==> src/rtl/proc_pkg.sv <==
// Shared encodings for the instruction sequencer: opcodes, ALU operations,
// the T-step state type and a constant clog2 helper.
package proc_pkg;

  localparam logic [2:0] OP_MV   = 3'b000;
  localparam logic [2:0] OP_MVI  = 3'b001;
  localparam logic [2:0] OP_ADD  = 3'b010;
  localparam logic [2:0] OP_SUB  = 3'b011;
  localparam logic [2:0] OP_AND  = 3'b100;
  localparam logic [2:0] OP_MVNZ = 3'b101;

  localparam logic [1:0] ALU_ADD = 2'b00;
  localparam logic [1:0] ALU_SUB = 2'b01;
  localparam logic [1:0] ALU_AND = 2'b10;

  typedef enum logic [1:0] {T0, T1, T2, T3} state_e;

  function automatic int unsigned clog2(input int unsigned value);
    int unsigned res;
    res = 0;
    for (int i = 0; i < 32; i++) begin
      if ((32'd1 << i) < value) res = unsigned'(i + 1);
    end
    return res;
  endfunction

endpackage

==> src/rtl/step_counter.sv <==
// Two-bit T-step counter; clear wins over advance so a done cycle always
// returns the sequence to T0.
module step_counter (
  input  logic       clock,
  input  logic       resetn,
  input  logic       clear,
  input  logic       advance,
  output logic [1:0] step
);

  logic [1:0] step_q, step_d;

  always_comb begin
    step_d = step_q;
    if (clear) begin
      step_d = 2'd0;
    end else if (advance) begin
      step_d = step_q + 2'd1;
    end
  end

  always_ff @(posedge clock or posedge resetn) begin
    if (resetn) begin
      step_q <= 2'd0;
    end else begin
      step_q <= step_d;
    end
  end

  assign step = step_q;

endmodule

==> src/rtl/control_sequencer.sv <==
// Multi-cycle control unit: latches an instruction on run and steps T1..T3,
// driving bus-mux, register and ALU enables from the T-step and latched IR.
module control_sequencer
  import proc_pkg::*;
#(
  parameter int unsigned DATA_W   = 16,
  parameter int unsigned NUM_REGS = 8,
  localparam int unsigned RX_W    = clog2(NUM_REGS),
  localparam int unsigned MUX_W   = clog2(NUM_REGS + 2)
) (
  input  logic                clock,
  input  logic                resetn,
  input  logic                run,
  input  logic [DATA_W-1:0]   iin,
  input  logic                g_zero,
  output logic                ir_enable,
  output logic [MUX_W-1:0]    mux_key,
  output logic [NUM_REGS-1:0] regs_enable,
  output logic                a_enable,
  output logic                g_enable,
  output logic [1:0]          alu_op_selec,
  output logic                done,
  output logic                busy,
  output logic                illegal
);

  if (3 + 2 * RX_W > DATA_W) begin : g_bad_width
    $fatal(1, "control_sequencer: DATA_W too narrow for opcode and register fields");
  end

  logic [DATA_W-1:0]   ir_q;
  logic [1:0]          step;
  state_e              state;
  logic [2:0]          opcode;
  logic [RX_W-1:0]     rx, ry;
  logic [NUM_REGS-1:0] rx_onehot;
  logic [1:0]          alu_op;

  assign opcode    = ir_q[DATA_W-1 -: 3];
  assign rx        = ir_q[DATA_W-4 -: RX_W];
  assign ry        = ir_q[DATA_W-4-RX_W -: RX_W];
  assign rx_onehot = NUM_REGS'(1) << rx;

  if (DATA_W > 3 + 2 * RX_W) begin : g_unused
    logic unused_ir;
    assign unused_ir = ^ir_q[DATA_W-4-2*RX_W:0];
  end

  always_ff @(posedge clock or posedge resetn) begin
    if (resetn) begin
      ir_q <= '0;
    end else if (ir_enable) begin
      ir_q <= iin;
    end
  end

  step_counter u_step_counter (
    .clock   (clock),
    .resetn  (resetn),
    .clear   (done),
    .advance (busy | ir_enable),
    .step    (step)
  );

  assign state = state_e'(step);
  assign busy  = (state != T0);

  always_comb begin
    unique case (opcode)
      OP_SUB:  alu_op = ALU_SUB;
      OP_AND:  alu_op = ALU_AND;
      default: alu_op = ALU_ADD;
    endcase
  end

  always_comb begin
    ir_enable    = 1'b0;
    mux_key      = '0;
    regs_enable  = '0;
    a_enable     = 1'b0;
    g_enable     = 1'b0;
    alu_op_selec = ALU_ADD;
    done         = 1'b0;
    illegal      = 1'b0;
    unique case (state)
      // Gated by reset so every output reads 0 while reset is held.
      T0: ir_enable = run & ~resetn;
      T1: begin
        unique case (opcode)
          OP_MV: begin
            mux_key     = MUX_W'(ry);
            regs_enable = rx_onehot;
            done        = 1'b1;
          end
          OP_MVI: begin
            mux_key     = MUX_W'(NUM_REGS + 1);
            regs_enable = rx_onehot;
            done        = 1'b1;
          end
          OP_MVNZ: begin
            if (!g_zero) begin
              mux_key     = MUX_W'(ry);
              regs_enable = rx_onehot;
            end
            done = 1'b1;
          end
          OP_ADD, OP_SUB, OP_AND: begin
            mux_key  = MUX_W'(rx);
            a_enable = 1'b1;
          end
          default: begin
            done    = 1'b1;
            illegal = 1'b1;
          end
        endcase
      end
      T2: begin
        mux_key      = MUX_W'(ry);
        g_enable     = 1'b1;
        alu_op_selec = alu_op;
      end
      T3: begin
        mux_key     = MUX_W'(NUM_REGS);
        regs_enable = rx_onehot;
        done        = 1'b1;
      end
      default: ;
    endcase
  end

endmodule

==> config.mk <==
export PLATFORM = sky130hd
export DESIGN_NAME = control_sequencer
export DESIGN_NICKNAME = d
export VERILOG_FILES = /design/src/rtl/proc_pkg.sv /design/src/rtl/step_counter.sv /design/src/rtl/control_sequencer.sv
export SDC_FILE = /design/constraint.sdc
export NUM_CORES = 1
export LEC_CHECK = 0
export CAP_MARGIN = 20
export CORE_MARGIN = 2
export CORE_UTILIZATION = 43
export CTS_BUF_LIST = sky130_fd_sc_hd__clkbuf_4
export CTS_CLUSTER_SIZE = 28
export DETAILED_ROUTE_END_ITERATION = 7
export GPL_ROUTABILITY_DRIVEN = 0
export PLACE_DENSITY = 0.87
export SYNTH_ARGS = -nofsm -noshare
export SYNTH_HDL_FRONTEND = slang
export SYNTH_SLANG_ARGS = --single-unit
==> constraint.sdc <==
create_clock -name clock -period 2.8 [get_ports clock]
set_input_delay 0.28 -clock clock [delete_from_list [all_inputs] [get_ports clock]]
set_output_delay 0.28 -clock clock [all_outputs]
set_load 0.02 [all_outputs]
==> results.tsv, run 1 <==
metric	value	unit
instances_no_fill	143	
place_inst	139	
h-tree-depth	1	
cts_setup_buffers	0	
power_density	1030	nW/um^2
antenna_found_initial	0	
grt_first_pass_wirelength	2870	um
tightest_slew	343	ps
synth_top_cell_area_share	35.9	%
nets	144	
synth_compound_area_share	13.1	%
cpPeakStageDelay	620	ps
postCtsResizedCells	0	
wl_met3	61	um
wl_met1	836	um
grt.overflow.total	0	
required	2520	ps
finalCriticalPeriod	2640	ps
ioPinCount	40	
synthCells	81	
post_synth_main_area_contributors	dfrtp_1 36%, mux2_2 13%, ha_1 8.2%	
drcViolationCount	0	
startpoint_type	flop	
synth_mux_area_share	15.8	%
drt_iter0_drc	6	
skew	1.91	ps
hold_viol_final	0	
dr.max_layer_used	met4	
ys_ff_latch	11	
rsz0062_at_grt	no	
clkTransAtPathRegs	80	ps
drv_cap	0	
period_share	94.2	%
cts_hold_buf	0	
clk-insertion-delay-late	260	ps
peakVddDrop	0.000593	V
dieArea	2130	um^2
synth_top_area_cell	dfrtp_1	
leakage	0.523	nW
via_per_inst	5.03	
grt_max_degree	13	
syn_area	766	um^2
critPathMaxFanout	5	
drive_gt1_share	16.1	%
row_count	15	
synth.distinct_cells	26	
crit_slowest_cell	clkdlybuf4s50_1	
slew_headroom	76.9	%
synth_xor_area_share	1.14	%
cts-root-buf	clkbuf_4	
setup_viol	0	
fin_setup_tns	0	ps
yosysWarnings	0	
synth_seq_area_share	35.9	%
synth_adder_area_share	8.17	%
critical_path_arrival	2360	ps
synth_top_family_by_area	simple AND/OR/NAND/NOR gates	
die_h	46.2	um
cts_buffers	3	
die_x	46.2	um
crit_type	reg2out	
vias	719	
drt_wl_total	1820	um
met2_length	894	um
hp-class	in2async	
core_area	1710	um^2
grt_pass1_vias	678	
fmax	0.379	GHz
drv_slew	0	
status	completed	
port_buffers	32	
cts.path.max_buffers	2	
synth_nets	106	
cts_tree	built	
post_drt_wl_per_cell	12.7	um
synthSimpleGateAreaFrac	20.4	%
dr.pass1.iters	3	
start_util	44.8	%
avgSynthCellArea	9.45	um^2
dp_hpwl	1410	um
area_growth	50.8	%
post-route-util	67.6	%
cp-end-kind	output port	
globalRouteTotalUtil	18.8	%
antenna_left	0	
path_cells	inv_1 > ha_1 > nor2b_2 > a21boi_2 > o21bai_1 > nor3_1 > clkdlybuf4s50_1	
antennaDiodeCount	0	
clkSinkCount	11	
-- layout by cell type, fill, tap and decap left out, drive strengths merged, types with 3 or more instances in the layout --
cell	instances
inv	11
nor2	10
clkbuf	3
a21oi	3
o21ai	3
mux2	9
ha	5
nand2b	6
clkdlybuf4s50	31
dfrtp	11
nand2	3
-- metrics by stage --
stage,power [mW],area [um^2],hold WS (ps),setup slack [ps]
6_report,1.19,1150,390,163
5_1_grt,1.28,1150,406,35.2
4_1_cts,1.20,1150,397,128
3_5_place_dp,1.08,1120,494,425
3_3_place_gp,1.05,1120,491,462
2_1_floorplan,0.807,766,157,905
-- synthesized netlist by cell type, drive strengths merged --
| master | n |
|---|---|
| nand3 | 1 |
| nor4 | 1 |
| inv | 11 |
| mux2 | 9 |
| o311ai | 1 |
| mux2i | 2 |
| a21boi | 1 |
| nand2b | 6 |
| o22ai | 1 |
| dfrtp | 11 |
| nor2 | 10 |
| o21ai | 3 |
| nor2b | 2 |
| ha | 5 |
| o21bai | 2 |
| o32ai | 2 |
| nand3b | 1 |
| a21oi | 3 |
| nor3b | 1 |
| xnor2 | 1 |
| nor3 | 1 |
| a21o | 1 |
| nand2 | 3 |
| and3 | 2 |
-- cell type report --
| type | count | area, um^2 |
|---|---|---|
| Clock inverter | 1 | 5.00 |
| Clock buffer | 3 | 22.5 |
| Fill cell | 138 | 553 |
| Inverter | 11 | 41.3 |
| Sequential cell | 11 | 275 |
| Timing Repair Buffer | 33 | 330 |
| Multi-Input combinational cell | 59 | 449 |
| Tap cell | 25 | 31.3 |
-- sequential cells by signal, indices dropped and copies added (netlist names) --
signal	count
ir_q	9
u_step_counter.step	2
-- final timing paths --
kind                                         from  slack [ps]             end  cells after the start
max                        u_step_counter.step[1]         160  regs_enable[0]                      7
min                                        resetn         390        ir_q[15]                      3
max reg2reg                u_step_counter.step[0]        1370         ir_q[7]                      4
min reg2reg                               ir_q[8]         530         ir_q[8]                      1
max in group asynchronous                  resetn        2260        ir_q[13]                      3
min in group clock                        ir_q[8]         530         ir_q[8]                      1
-- metal layers --
metal  vias to the layer above  global-route usage [%]
met5                         -                       0
met4                         0                    8.57
met3                         4                    1.96
met2                        16                    30.0
met1                       348                    25.3
li1                        351                       -
-- critical path: cells and delay by family (launching register included) --
family / cells / cell delay, ps
AO/OA/AOI/OAI: 2 / 350
adder cells (fa/ha/maj): 1 / 230
buffers and inverters: 2 / 740
flip-flops: 1 / 420
AND/OR/NAND/NOR: 2 / 350
-- kinds of logic after synthesis --
family                     Yosys count
muxes                               11
and+or+nand+nor                     28
AOI/OAI and AO/OA                   14
xor gates and xnor gates             1
adders and majority gates            5
DFF                                 11
buffers and inverters               11
-- power breakdown --
part	switching, mW	internal (mW)
Sequential	0.113	0.240
Combinational	0.371	0.356
Clock	0.0578	0.0527
Total	0.542	0.649
Power figures use the tool's default switching activity.
==> run 2, diff against run 1 <==
Settings changed: PLACE_DENSITY 0.87 to 0.9.
==> run 2 against run 1 <==
Against the previous run: first-iteration DRC count fell by 33%; wire length increased by 0.33%; non-clock buffer count stayed put; clock-buffer cell count increased by 1; via count down 1.8%; register-to-register slack about the same; critical path type unchanged; largest cell class unchanged; largest power group unchanged; highest routed layer unchanged.
==> results.tsv, run 2 (same netlist as run 1, synthesis figures left out) <==
metric	value	unit	change
dieArea	2130	um^2	unchanged
critical_path_arrival	2350	ps	was 2360 ps
largest-register	ir_q		unchanged
rsz0062_at_grt	no		unchanged
largest_reg_flops	9		unchanged
hold_viol_final	0		unchanged
wl_met1	786	um	was 836 um
critPathMaxFanout	5		unchanged
nets	144		unchanged
instances_no_fill	143		unchanged
core_area	1710	um^2	unchanged
period_share	93.8	%	was 94.2%
drive_gt1_share	16.1	%	unchanged
r2r_end	ir_q[7]		unchanged
cts.path.max_buffers	2		unchanged
dr.max_layer_used	met4		unchanged
globalRouteTotalUtil	19.2	%	was 18.8%
reg2regPathDepth	4		unchanged
cts-root-buf	clkbuf_4		unchanged
area_growth	51.1	%	was 50.8%
comb_power_share	60.9	%	was 61.0%
fin_setup_tns	0	ps	unchanged
antennaDiodeCount	0		unchanged
slew_headroom	79.7	%	was 76.9%
drt_iter0_drc	4		was 6
drv_cap	0		unchanged
die_h	46.2	um	unchanged
crit_slowest_cell	clkdlybuf4s50_1		unchanged
row_count	15		unchanged
required	2520	ps	about the same
met2_length	925	um	was 894 um
h-tree-depth	1		unchanged
path_cells	inv_1 > ha_1 > nor2b_2 > a21boi_2 > o21bai_1 > nor3_1 > clkdlybuf4s50_1		unchanged
dp_hpwl	1480	um	was 1410 um
finalCriticalPeriod	2630	ps	was 2640 ps
cts_tree	built		unchanged
wl_met3	93	um	was 61 um
via_per_inst	4.94		was 5.03
clk-insertion-delay-late	270	ps	was 260 ps
dr.pass1.iters	4		was 3
p_sw	0.537	mW	was 0.542 mW
setup_viol	0		unchanged
status	completed		unchanged
drcViolationCount	0		unchanged
cpPeakStageDelay	620	ps	about the same
leakage	0.524	nW	was 0.523 nW
hp-class	in2async		unchanged
grt.overflow.total	0		unchanged
startpoint_type	flop		unchanged
vias	706		was 719
swShare	44.8	%	was 45.5%
cts_hold_buf	0		unchanged
grt_pass1_vias	680		was 678
grt_max_degree	13		unchanged
grt_first_pass_wirelength	2900	um	was 2870 um
final_cell_mix	31 x clkdlybuf4s50_1, 11 x inv_1, 11 x dfrtp_1		unchanged
antenna_found_initial	0		unchanged
clkTransAtPathRegs	70	ps	was 80 ps
fillers	126		was 138
start_util	44.8	%	unchanged
place_inst	139		unchanged
ioPinCount	40		unchanged
crit_type	reg2out		unchanged
clkSinkCount	11		unchanged
reg2reg_from	u_step_counter.step[0]		unchanged
cp-end-kind	output port		unchanged
skew	12.0	ps	was 1.91 ps
antenna_left	0		unchanged
power_density	1040	nW/um^2	was 1030 nW/um^2
reg2reg_setup_slack	1360	ps	was 1370 ps
post_drt_wl_per_cell	12.8	um	was 12.7 um
pwr-share-seq	29.3	%	was 29.7%
fmax	0.381	GHz	was 0.379 GHz
peakVddDrop	0.000917	V	was 0.000593 V
final_common_cell	clkdlybuf4s50_1		unchanged
tightest_slew	301	ps	was 343 ps
die_x	46.2	um	unchanged
drt_wl_total	1830	um	was 1820 um
intPower	0.662	mW	was 0.649 mW
drv_slew	0		unchanged
clockPowerShare	9.8	%	was 9.3%
port_buffers	32		unchanged
cts_buffers	3		unchanged
-- run 2: cell count changes in the layout (fill, tap and decap cells not counted) --
cell      change
clkbuf_4      +1
clkinv_2      -1
-- run 2: how the worst max path moves through the flow --
stage,to,startpoint,cells after the start
6_report,regs_enable[0],u_step_counter.step[1],7
4_1_cts,regs_enable[2],u_step_counter.step[1],7
5_1_grt,regs_enable[0],u_step_counter.step[1],7
3_5_place_dp,regs_enable[2],u_step_counter.step[1],7
3_3_place_gp,regs_enable[2],u_step_counter.step[1],7
2_1_floorplan,regs_enable[0],u_step_counter.step[1],6
-- run 2: power by group through the flow --
stage / Combinational (mW) / Sequential [mW] / Clock (mW)
3_3_place_gp: 0.711 / 0.341 / 0
4_1_cts: 0.735 / 0.348 / 0.122
6_report: 0.730 / 0.351 / 0.117
2_1_floorplan: 0.489 / 0.318 / 0
5_1_grt: 0.795 / 0.366 / 0.129
3_5_place_dp: 0.730 / 0.351 / 0
-- run 2: area by class of cell --
type | count | area [um^2] | area share (%)
multi-input cells | 59 | 449 | 38.8
well taps | 25 | 31.3 | 2.70
clock buffers | 4 | 30.0 | 2.59
repair buffers | 33 | 330 | 28.5
flip-flops and latches | 11 | 275 | 23.8
inverters | 11 | 41.3 | 3.57
-- run 2: worst max-delay path, delay by kind of cell, from the launching register on --
kind | cells | cell delay (ps)
AOI/OAI and AO/OA | 2 | 360
adders and majority gates | 1 | 230
buffers and inverters | 2 | 740
DFF | 1 | 410
and+or+nand+nor | 2 | 350
-- run 2: metal layers --
layer	track usage (%)	vias to the layer above
li1	-	355
met1	24.2	330
met2	31.7	19
met3	3.53	2
met4	8.57	0
met5	0	-
-- run 2: what timing repair did --
item	in CTS	in global routing
setup buffers	0	0
endpoints found under the setup margin	0	1
gates resized for setup	0	1
-- run 2: metrics by stage --
step	instance area, um^2	hold slack (ps)	setup WS [ps]	power, mW	util (%)
3_3_place_gp	1120	489	451	1.05	65.9
3_5_place_dp	1120	506	419	1.08	65.9
4_1_cts	1150	370	116	1.20	67.6
6_report	1160	366	173	1.20	67.8
5_1_grt	1160	392	14.1	1.29	67.8
2_1_floorplan	766	157	905	0.807	-
